$ cat src/rtl/core_config_pkg.sv
`default_nettype none
// ============================================================================
//  Module  : core_config_pkg
//  Brief   : Shared core widths, ALU-bank size and commit-arbiter state type.
//  Revision: 1.0 - initial release
// ============================================================================
package core_config_pkg;

   localparam int XLEN        = 32;
   localparam int REG_ADDR_W  = 5;
   localparam int N_ALU_UNITS = 4;

   localparam logic [N_ALU_UNITS-1:0] C_BRANCH_MASK_DEFAULT = 4'b0010;

   typedef enum logic [1:0] {
      CS_IDLE   = 2'd0,
      CS_COMMIT = 2'd1,
      CS_FLUSH  = 2'd2
   } commit_state_t;

endpackage
`default_nettype wire

$ cat src/rtl/rr_picker.sv
`default_nettype none
// ============================================================================
//  Module  : rr_picker
//  Brief   : Combinational round-robin picker: first set req bit at or after ptr.
//  Revision: 1.0 - initial release
// ============================================================================
module rr_picker #(
   parameter int N  = 4,
   parameter int PW = $clog2(N)
) (
   input  logic [N-1:0]  req,
   input  logic [PW-1:0] ptr,
   output logic [PW-1:0] grant,
   output logic          any
);

   logic [PW:0] w_idx;

   always_comb begin
      grant = '0;
      any   = 1'b0;
      w_idx = '0;
      for (int i = 0; i < N; i++) begin
         // ptr < N and i < N, so one conditional subtract is enough to wrap
         w_idx = {1'b0, ptr} + (PW+1)'(i);
         if (w_idx >= (PW+1)'(N)) begin
            w_idx = w_idx - (PW+1)'(N);
         end
         if (!any && req[w_idx[PW-1:0]]) begin
            grant = w_idx[PW-1:0];
            any   = 1'b1;
         end
      end
   end

endmodule
`default_nettype wire

$ cat src/rtl/alu_commit_arbiter.sv
`default_nettype none
// ============================================================================
//  Module  : alu_commit_arbiter
//  Brief   : Round-robin commit of ALU results to writeback / redirect / exception.
//  Revision: 1.0 - initial release
// ============================================================================
module alu_commit_arbiter
   import core_config_pkg::*;
#(
   parameter int                   N_UNITS     = N_ALU_UNITS,
   parameter logic [N_UNITS-1:0]   BRANCH_MASK = N_UNITS'(C_BRANCH_MASK_DEFAULT),
   parameter int                   PW          = $clog2(N_UNITS)
) (
   input  logic                                 clk,
   input  logic                                 rst_n,
   input  logic [N_UNITS-1:0]                   u_valid,
   input  logic [N_UNITS-1:0][XLEN-1:0]         u_res,
   input  logic [N_UNITS-1:0][REG_ADDR_W-1:0]   u_rd,
   input  logic [N_UNITS-1:0]                   u_error,
   input  logic [N_UNITS-1:0]                   u_req,
   output logic [N_UNITS-1:0]                   u_clear,
   input  logic                                 wb_ready,
   output logic                                 wb_en,
   output logic [REG_ADDR_W-1:0]                wb_rd,
   output logic [XLEN-1:0]                      wb_data,
   output logic                                 redirect_valid,
   output logic [XLEN-1:0]                      redirect_pc,
   output logic                                 exc_valid,
   output logic [PW-1:0]                        exc_unit
);

   commit_state_t          r_state,   w_state_nxt;
   logic [PW-1:0]          r_ptr,     w_ptr_nxt;
   logic [N_UNITS-1:0]     r_mask,    w_mask_nxt;
   logic [N_UNITS-1:0]     r_clear,   w_clear_nxt;
   logic                   r_wb_en,   w_wb_en_nxt;
   logic [REG_ADDR_W-1:0]  r_wb_rd,   w_wb_rd_nxt;
   logic [XLEN-1:0]        r_wb_data, w_wb_data_nxt;
   logic                   r_rd_valid, w_rd_valid_nxt;
   logic [XLEN-1:0]        r_rd_pc,   w_rd_pc_nxt;
   logic                   r_exc_valid, w_exc_valid_nxt;
   logic [PW-1:0]          r_exc_unit,  w_exc_unit_nxt;

   logic [N_UNITS-1:0]     w_elig;
   logic [PW-1:0]          w_g;
   logic                   w_any;
   logic                   w_grant;

   assign w_elig  = u_valid & ~r_mask;
   assign w_grant = (r_state != CS_FLUSH) && w_any && wb_ready;

   rr_picker #(
      .N  (N_UNITS),
      .PW (PW)
   ) u_picker (
      .req   (w_elig),
      .ptr   (r_ptr),
      .grant (w_g),
      .any   (w_any)
   );

   always_comb begin
      w_state_nxt     = CS_IDLE;
      w_ptr_nxt       = r_ptr;
      w_mask_nxt      = '0;
      w_clear_nxt     = '0;
      w_wb_en_nxt     = 1'b0;
      w_wb_rd_nxt     = r_wb_rd;
      w_wb_data_nxt   = r_wb_data;
      w_rd_valid_nxt  = 1'b0;
      w_rd_pc_nxt     = r_rd_pc;
      w_exc_valid_nxt = 1'b0;
      w_exc_unit_nxt  = r_exc_unit;

      if (r_state == CS_FLUSH) begin
         // Retire everything in flight; the all-ones mask covers valid's one-cycle lag
         w_clear_nxt = '1;
         w_mask_nxt  = '1;
      end else if (w_grant) begin
         w_clear_nxt[w_g] = 1'b1;
         w_mask_nxt[w_g]  = 1'b1;
         w_ptr_nxt        = (w_g == PW'(N_UNITS-1)) ? '0 : w_g + PW'(1);
         if (u_error[w_g]) begin
            w_exc_valid_nxt = 1'b1;
            w_exc_unit_nxt  = w_g;
            w_state_nxt     = CS_FLUSH;
         end else if (BRANCH_MASK[w_g] && u_req[w_g]) begin
            w_rd_valid_nxt = 1'b1;
            w_rd_pc_nxt    = u_res[w_g];
            w_state_nxt    = CS_FLUSH;
         end else begin
            w_state_nxt = CS_COMMIT;
            if (u_rd[w_g] != '0) begin
               w_wb_en_nxt   = 1'b1;
               w_wb_rd_nxt   = u_rd[w_g];
               w_wb_data_nxt = u_res[w_g];
            end
         end
      end
   end

   always_ff @(posedge clk or negedge rst_n) begin
      if (!rst_n) begin
         r_state     <= CS_IDLE;
         r_ptr       <= '0;
         r_mask      <= '0;
         r_clear     <= '0;
         r_wb_en     <= 1'b0;
         r_wb_rd     <= '0;
         r_wb_data   <= '0;
         r_rd_valid  <= 1'b0;
         r_rd_pc     <= '0;
         r_exc_valid <= 1'b0;
         r_exc_unit  <= '0;
      end else begin
         r_state     <= w_state_nxt;
         r_ptr       <= w_ptr_nxt;
         r_mask      <= w_mask_nxt;
         r_clear     <= w_clear_nxt;
         r_wb_en     <= w_wb_en_nxt;
         r_wb_rd     <= w_wb_rd_nxt;
         r_wb_data   <= w_wb_data_nxt;
         r_rd_valid  <= w_rd_valid_nxt;
         r_rd_pc     <= w_rd_pc_nxt;
         r_exc_valid <= w_exc_valid_nxt;
         r_exc_unit  <= w_exc_unit_nxt;
      end
   end

   assign u_clear        = r_clear;
   assign wb_en          = r_wb_en;
   assign wb_rd          = r_wb_rd;
   assign wb_data        = r_wb_data;
   assign redirect_valid = r_rd_valid;
   assign redirect_pc    = r_rd_pc;
   assign exc_valid      = r_exc_valid;
   assign exc_unit       = r_exc_unit;

endmodule
`default_nettype wire

$ cat config.mk
export PLATFORM = sky130hd
export DESIGN_NAME = alu_commit_arbiter
export DESIGN_NICKNAME = d
export VERILOG_FILES = /design/src/rtl/core_config_pkg.sv /design/src/rtl/rr_picker.sv /design/src/rtl/alu_commit_arbiter.sv
export SDC_FILE = /design/constraint.sdc
export NUM_CORES = 1
export LEC_CHECK = 0
export ABC_AREA = 1
export BUFFER_PORTS_ARGS = -buffer_cell sky130_fd_sc_hd__buf_2
export CAP_MARGIN = 20
export CORE_MARGIN = 3
export CORE_UTILIZATION = 42
export DETAILED_ROUTE_END_ITERATION = 8
export PLACE_DENSITY = 0.77
export RECOVER_POWER = 100
export SETUP_SLACK_MARGIN = 0.02
export SKIP_CTS_REPAIR_TIMING = 1
export SYNTH_ARGS = -nofsm -noshare
export SYNTH_HDL_FRONTEND = slang
export SYNTH_HIERARCHICAL = 1
export SYNTH_SLANG_ARGS = --single-unit
$ cat constraint.sdc
create_clock -name clk -period 2.65 [get_ports clk]
set_clock_uncertainty 0.1 [all_clocks]
set_input_delay 0.3975 -clock clk [delete_from_list [all_inputs] [get_ports clk]]
set_output_delay 0.3975 -clock clk [all_outputs]
set_load 0.05 [all_outputs]
==> metrics.txt, run 1 <==
# TYPE chip_impl_metric gauge
chip_impl_metric{name="grt.overflow.total",unit=""} 0
chip_impl_metric{name="rows",unit=""} 38
chip_impl_metric{name="grt_start_max_net_pins",unit=""} 52
chip_impl_metric{name="setup-violations-final",unit=""} 19
chip_impl_metric{name="synthesized_netlist_cell_count",unit=""} 658
chip_impl_info{name="synth.area.top_cells",value="sky130_fd_sc_hd__dfrtp_1 43%, sky130_fd_sc_hd__nand2_1 16%, sky130_fd_sc_hd__o21ai_0 10%, sky130_fd_sc_hd__nor2_1 5.6%, sky130_fd_sc_hd__nand3_1 5.4%"} 1
chip_impl_info{name="unrepaired_setup_endpoints_after_global_routing",value="yes"} 1
chip_impl_metric{name="io_pins",unit=""} 241
chip_impl_info{name="cts_tree",value="built"} 1
chip_impl_metric{name="totalWireLength",unit="mm"} 17.0
chip_impl_metric{name="cts.sinks",unit=""} 82
chip_impl_metric{name="floorplan.initialDensity",unit="%"} 43.6
chip_impl_metric{name="synth_edf_count",unit=""} 0
chip_impl_info{name="critical_path.startpoint_type",value="flop"} 1
chip_impl_metric{name="period_share",unit="%"} 101
chip_impl_info{name="clock-root-buffer",value="sky130_fd_sc_hd__clkbuf_16"} 1
chip_impl_metric{name="seq_area",unit="um^2"} 2060
chip_impl_info{name="path_type_of_the_worst_setup_path",value="reg2reg"} 1
chip_impl_metric{name="wire_per_inst",unit="um"} 16.0
chip_impl_metric{name="cts-htree-levels",unit=""} 3
chip_impl_metric{name="cap_viol_max_count",unit=""} 1
chip_impl_metric{name="place_ws",unit="ps"} -156
chip_impl_metric{name="ys_seq_elements",unit=""} 82
chip_impl_metric{name="number_of_antenna_violations_at_the_first_check_in_global_routing",unit=""} 0
chip_impl_metric{name="synth_cell_type_count",unit=""} 29
chip_impl_metric{name="layout_setup_ws",unit="ps"} -28.0
chip_impl_metric{name="hold_viol_final",unit=""} 0
chip_impl_info{name="status",value="finished with violations"} 1
chip_impl_metric{name="gp_congestion",unit=""} 0.897
chip_impl_metric{name="drt-initial-drc-count",unit=""} 359
chip_impl_metric{name="cts-buffers-inserted",unit=""} 9
chip_impl_metric{name="fin_crit",unit="ps"} 2680
chip_impl_info{name="dominant_synthesized_flop_cell",value="sky130_fd_sc_hd__dfrtp_1"} 1
chip_impl_metric{name="ant_nets",unit=""} 0
chip_impl_metric{name="clkTransAtPathRegs",unit="ps"} 60
chip_impl_info{name="critPathCaptureType",value="flop"} 1
chip_impl_metric{name="fraction_of_layout_instances_using_a_drive_strength_above_1",unit="%"} 38.0
chip_impl_metric{name="asyncSetResetFlopFracSynth",unit="%"} 100
chip_impl_metric{name="placedCellCount",unit=""} 1026
chip_impl_metric{name="die_w",unit="um"} 113
chip_impl_metric{name="io_buffer_count",unit=""} 240
chip_impl_metric{name="synth_top_cell_area_share",unit="%"} 42.9
chip_impl_metric{name="detailed_placement_wirelength_estimate",unit="mm"} 11.5
chip_impl_info{name="hp-class",value="in2reg"} 1
chip_impl_metric{name="seq_area_frac_synth",unit="%"} 42.9
chip_impl_metric{name="fillerInstances",unit=""} 1024
chip_impl_metric{name="synth.yosys.warnings",unit=""} 6
chip_impl_metric{name="clk-insertion-delay-late",unit="ps"} 320
chip_impl_metric{name="fp.dieH",unit="um"} 113
chip_impl_metric{name="max-clock-path-buffers",unit=""} 2
chip_impl_metric{name="footprint_of_the_multi_input_gates",unit="um^2"} 2750
chip_impl_metric{name="synth_area",unit="um^2"} 4790
chip_impl_metric{name="final_nets",unit=""} 1085
chip_impl_metric{name="final_core_utilization",unit="%"} 65.7
chip_impl_metric{name="synthToLayoutAreaGrowth",unit="%"} 50.6
chip_impl_metric{name="worst_ep_arrival_time",unit="ps"} 2840
chip_impl_metric{name="drt-vias-per-instance",unit=""} 5.20
chip_impl_metric{name="vias_after_detailed_routing",unit=""} 5522
chip_impl_metric{name="floorplan.die_area",unit="um^2"} 12700
chip_impl_metric{name="wire_length_of_the_first_global_routing_pass",unit="mm"} 25.0
chip_impl_info{name="final_common_cell",value="sky130_fd_sc_hd__buf_2"} 1
chip_impl_metric{name="instances_no_fill",unit=""} 1061
chip_impl_metric{name="firstDrtPassIters",unit=""} 5
chip_impl_metric{name="max-slew-margin-rel",unit="%"} -22.5
chip_impl_metric{name="worst-endpoint-required",unit="ps"} 2810
chip_impl_metric{name="hold_slack",unit="ps"} 356
chip_impl_metric{name="worst_pin_slew",unit="ps"} 1840
chip_impl_metric{name="diodes",unit=""} 0
chip_impl_metric{name="report.final.slew_viol_count",unit=""} 32
chip_impl_metric{name="design.core.area",unit="um^2"} 11000
chip_impl_metric{name="first_global_vias",unit=""} 5190
chip_impl_metric{name="syn_avg_cell_area",unit="um^2"} 7.28
chip_impl_metric{name="drc_errors",unit=""} 0
chip_impl_metric{name="grt.total_usage",unit="%"} 23.9
chip_impl_metric{name="critical_path.max_fanout",unit=""} 9
chip_impl_metric{name="maxClockFrequency",unit="MHz"} 373
chip_impl_info{name="synthDominantAreaCellType",value="sky130_fd_sc_hd__dfrtp_1"} 1
chip_impl_metric{name="post_syn_nets",unit=""} 825
chip_impl_info{name="failed_checks",value="max-capacitance violations, max-slew violations, negative setup slack"} 1
chip_impl_info{name="mostFrequentLayoutCells",value="162 x sky130_fd_sc_hd__buf_2, 154 x sky130_fd_sc_hd__nand2_1, 79 x sky130_fd_sc_hd__clkbuf_1"} 1
## layer usage
| metal | up-vias | track usage, % | wire [um] |
|---|---|---|---|
| met3 | 34 | 5.51 | 1200 |
| met4 | 0 | 9.46 | 429 |
| met1 | 2575 | 31.5 | 7220 |
| li1 | 2676 | - | - |
| met2 | 237 | 38.4 | 8170 |
| met5 | - | 0 | 0 |
## state kept, by name, summed over array words and instances, names as in the netlist
signal / count
exc_unit: 2
r_state: 2
wb_rd: 5
wb_en: 1
redirect_valid: 1
r_ptr: 2
exc_valid: 1
wb_data: 32
u_clear: 4
redirect_pc: 32
## worst paths after layout
| check | start | depth (start not counted) | to | slack, ps |
|---|---|---|---|---|
| max reg2reg | r_ptr[0]$_DFFE_PN0P_ | 17 | wb_data[28]$_DFFE_PN0P_ | -30 |
| max | r_ptr[0]$_DFFE_PN0P_ | 17 | wb_data[28]$_DFFE_PN0P_ | -30 |
| max in group asynchronous | rst_n | 2 | u_clear[1]$_DFF_PN0_ | 230 |
| min | u_rd[12] | 5 | wb_rd[2]$_DFFE_PN0P_ | 360 |
| min reg2reg | wb_data[23]$_DFFE_PN0P_ | 2 | wb_data[23]$_DFFE_PN0P_ | 380 |
| min in group asynchronous | rst_n | 2 | wb_data[13]$_DFFE_PN0P_ | 1010 |
## critical path: stages (launching register included)
cell and delay [ps]:
sky130_fd_sc_hd__dfrtp_2 450, sky130_fd_sc_hd__buf_8 160, sky130_fd_sc_hd__nand2_1 70, sky130_fd_sc_hd__nand2_1 70, sky130_fd_sc_hd__nand2_1 90, sky130_fd_sc_hd__nand2_2 70
sky130_fd_sc_hd__a21oi_2 120, sky130_fd_sc_hd__nand2_1 70, sky130_fd_sc_hd__nand2_2 100, sky130_fd_sc_hd__clkinv_4 100, sky130_fd_sc_hd__buf_4 160, sky130_fd_sc_hd__ha_4 150
sky130_fd_sc_hd__buf_6 110, sky130_fd_sc_hd__a21oi_4 270, sky130_fd_sc_hd__buf_6 180, sky130_fd_sc_hd__buf_12 140, sky130_fd_sc_hd__nand3_2 100, sky130_fd_sc_hd__nand2_1 90
## final cells by class
cell class,instances,share of cell area [%]
inverter,25,1.54
clock inverter,3,1.25
tap,140,2.43
multi-input combinational,506,38.1
sequential,82,28.5
clock buffer,11,3.37
timing repair buffer,294,24.8
## cell families (layout without fill, tap and decap cells)
family / Yosys count / in the layout / synth area share [%]
AND/OR/NAND/NOR: 364 / 365 / 32.8
flip-flops: 82 / 82 / 42.9
buffers and inverters: 71 / 333 / 7.71
AO/OA/AOI/OAI: 137 / 137 / 15.6
adder cells (fa/ha/maj): 4 / 4 / 1.05
## stage by stage
step | area (um^2) | setup TNS [ps]
after floorplan | 4820 | 0
after global placement | 6230 | -1950
after detailed placement | 6230 | -3710
after CTS | 6570 | -3320
after global routing | 7210 | -6320
final | 7210 | -183
## synth_stat cells, types with 4 or more instances
cell                       instances
sky130_fd_sc_hd__nand3_1          52
sky130_fd_sc_hd__buf_2            16
sky130_fd_sc_hd__ha_1              4
sky130_fd_sc_hd__nor2_1           72
sky130_fd_sc_hd__o21ai_0          96
sky130_fd_sc_hd__o22ai_1          32
sky130_fd_sc_hd__nand2_4           5
sky130_fd_sc_hd__nand2_2          21
sky130_fd_sc_hd__clkbuf_1         20
sky130_fd_sc_hd__buf_6             6
sky130_fd_sc_hd__nand2_1         204
sky130_fd_sc_hd__inv_1            22
sky130_fd_sc_hd__dfrtp_1          82
Power of run 1 is not shown: default switching activity piles up to over one toggle a cycle in this logic, so the estimate is an artifact.
==> run 2, diff against run 1 <==
--- a/config.mk
+++ b/config.mk
@@ -8,6 +8,7 @@
 export ABC_AREA = 1
 export BUFFER_PORTS_ARGS = -buffer_cell sky130_fd_sc_hd__buf_2
 export CAP_MARGIN = 20
+export CORE_ASPECT_RATIO = 0.7
 export CORE_MARGIN = 3
 export CORE_UTILIZATION = 42
 export DETAILED_ROUTE_END_ITERATION = 8
==> metrics.txt, run 2 (synthesis gave the netlist of run 1 again) <==
# TYPE chip_impl_metric gauge
chip_impl_info{name="status",value="finished with violations"} 1
chip_impl_info{name="failed_checks",value="negative setup slack"} 1
chip_impl_metric{name="fraction_of_layout_instances_using_a_drive_strength_above_1",unit="%"} 35.4
chip_impl_metric{name="report.final.slew_viol_count",unit=""} 0
chip_impl_metric{name="grt.overflow.total",unit=""} 0
chip_impl_info{name="hp-class",value="in2async"} 1
chip_impl_metric{name="cts-buffers-inserted",unit=""} 9
chip_impl_metric{name="reg2reg_slack",unit="ps"} -40
chip_impl_info{name="crit_family",value="simple AND/OR/NAND/NOR gates"} 1
chip_impl_metric{name="firstDrtPassIters",unit=""} 5
chip_impl_metric{name="synthToLayoutAreaGrowth",unit="%"} 46.3
chip_impl_metric{name="drt-vias-per-instance",unit=""} 5.15
chip_impl_metric{name="cap_viol_max_count",unit=""} 0
chip_impl_info{name="cts_tree",value="built"} 1
chip_impl_metric{name="wire_per_inst",unit="um"} 15.5
chip_impl_metric{name="placedCellCount",unit=""} 1035
chip_impl_metric{name="maxClockFrequency",unit="MHz"} 371
chip_impl_metric{name="reg2regPathDepth",unit=""} 19
chip_impl_info{name="unrepaired_setup_endpoints_after_global_routing",value="yes"} 1
chip_impl_metric{name="design.core.area",unit="um^2"} 10700
chip_impl_metric{name="clk-insertion-delay-late",unit="ps"} 330
chip_impl_metric{name="wire_length_of_the_first_global_routing_pass",unit="mm"} 25.0
chip_impl_info{name="path_type_of_the_worst_setup_path",value="reg2reg"} 1
chip_impl_metric{name="floorplan.initialDensity",unit="%"} 44.7
chip_impl_metric{name="fin_tns_setup",unit="ps"} -509
chip_impl_metric{name="cts.sinks",unit=""} 82
chip_impl_metric{name="number_of_antenna_violations_at_the_first_check_in_global_routing",unit=""} 1
chip_impl_metric{name="detailed_placement_wirelength_estimate",unit="mm"} 11.7
chip_impl_metric{name="instances_no_fill",unit=""} 1069
chip_impl_metric{name="io_buffer_count",unit=""} 240
chip_impl_info{name="final_common_cell",value="sky130_fd_sc_hd__nand2_1"} 1
chip_impl_info{name="terminus_of_the_critical_flop_to_flop_path",value="wb_rd[2]$_DFFE_PN0P_"} 1
chip_impl_info{name="most_frequent_cell_on_the_critical_path",value="sky130_fd_sc_hd__nand2_1"} 1
chip_impl_info{name="worst_path_max_delay_cell",value="sky130_fd_sc_hd__dfrtp_2"} 1
chip_impl_metric{name="hold_viol_final",unit=""} 0
chip_impl_metric{name="clkTransAtPathRegs",unit="ps"} 60
chip_impl_metric{name="vias_after_detailed_routing",unit=""} 5504
chip_impl_metric{name="max-slew-margin-rel",unit="%"} 10.3
chip_impl_metric{name="final_core_utilization",unit="%"} 65.4
chip_impl_metric{name="period_share",unit="%"} 102
chip_impl_info{name="clock-root-buffer",value="sky130_fd_sc_hd__clkbuf_16"} 1
chip_impl_metric{name="fin_crit",unit="ps"} 2690
chip_impl_metric{name="crit_buf_inv",unit=""} 5
chip_impl_info{name="rr_startpoint",value="r_ptr[0]$_DFFE_PN0P_"} 1
chip_impl_metric{name="first_global_vias",unit=""} 4934
chip_impl_metric{name="worst_ep_arrival_time",unit="ps"} 2810
chip_impl_info{name="cell_chain_of_the_critical_path",value="buf_6 > nand2_1 > nand2_1 > nand2_1 > nand2_2 > a21oi_2 > nand2_1 > nand2_2 > clkinv_4 > clkinv_8 > buf_8 > nand2_1 > nand3_2 > nand2_2 > a21oi_4 > nand2_8 > clkbuf_16 > nand2_2 > nand2_1"} 1
chip_impl_metric{name="fp.dieH",unit="um"} 95.3
chip_impl_metric{name="worst-endpoint-required",unit="ps"} 2770
chip_impl_metric{name="rows",unit=""} 31
chip_impl_metric{name="ant_nets",unit=""} 0
chip_impl_metric{name="worst_pin_slew",unit="ps"} 1350
chip_impl_metric{name="grt_start_max_net_pins",unit=""} 61
chip_impl_metric{name="setup-violations-final",unit=""} 26
chip_impl_metric{name="die_w",unit="um"} 134
chip_impl_metric{name="gp_congestion",unit=""} 0.852
chip_impl_metric{name="drt-initial-drc-count",unit=""} 298
chip_impl_metric{name="drc_errors",unit=""} 0
chip_impl_info{name="mostFrequentLayoutCells",value="172 x sky130_fd_sc_hd__nand2_1, 162 x sky130_fd_sc_hd__buf_2, 88 x sky130_fd_sc_hd__o21ai_0"} 1
chip_impl_metric{name="worst_path_largest_cell_delay",unit="ps"} 450
chip_impl_metric{name="grt.total_usage",unit="%"} 24.6
chip_impl_metric{name="layout_setup_ws",unit="ps"} -44.5
chip_impl_metric{name="max-clock-path-buffers",unit=""} 2
chip_impl_metric{name="floorplan.die_area",unit="um^2"} 12700
chip_impl_metric{name="io_pins",unit=""} 241
chip_impl_info{name="critical_path.startpoint_type",value="flop"} 1
chip_impl_info{name="critPathCaptureType",value="flop"} 1
chip_impl_metric{name="hold_slack",unit="ps"} 169
chip_impl_metric{name="final_nets",unit=""} 1082
chip_impl_metric{name="cts-htree-levels",unit=""} 3
chip_impl_metric{name="critical_path.max_fanout",unit=""} 10
chip_impl_metric{name="totalWireLength",unit="mm"} 16.6
==> run 2: worst max path at each step <==
| stage | cells after the start | start | to | slack (ps) |
|---|---|---|---|---|
| after global placement | 23 | u_valid[0] | wb_data[0]$_DFFE_PN0P_ | 9 |
| after detailed placement | 23 | u_valid[0] | wb_data[23]$_DFFE_PN0P_ | -100 |
| after floorplan | 18 | u_clear[3]$_DFF_PN0_ | wb_data[26]$_DFFE_PN0P_ | 30 |
| final | 19 | r_ptr[0]$_DFFE_PN0P_ | wb_rd[2]$_DFFE_PN0P_ | -40 |
| after CTS | 20 | r_ptr[0]$_DFFE_PN0P_ | wb_data[23]$_DFFE_PN0P_ | -20 |
| after global routing | 19 | r_ptr[0]$_DFFE_PN0P_ | wb_rd[0]$_DFFE_PN0P_ | -180 |
==> run 2: per-layer routing <==
metal	wire length, um	global-route usage (%)
met1	7220	33.2
met2	7810	40.3
met5	0	0
met3	1340	6.22
met4	232	5.57
==> run 2: final cells by class <==
type	instances	area (um^2)
multi-input cells	505	2590
well taps	148	185
inverters	25	121
diodes	1	2.50
clock inverters	7	118
repair buffers	292	1700
fillers	967	3700
clock buffers	9	225
flip-flops and latches	82	2060
==> run 2: through the flow <==
step	area [um^2]	worst slack, ps
2_1_floorplan	4820	28.6
3_3_place_gp	6330	9.13
3_5_place_dp	6330	-101
4_1_cts	6670	-21.8
5_1_grt	7000	-179
6_report	7000	-44.5
Power of run 2 is left out for the same reason.
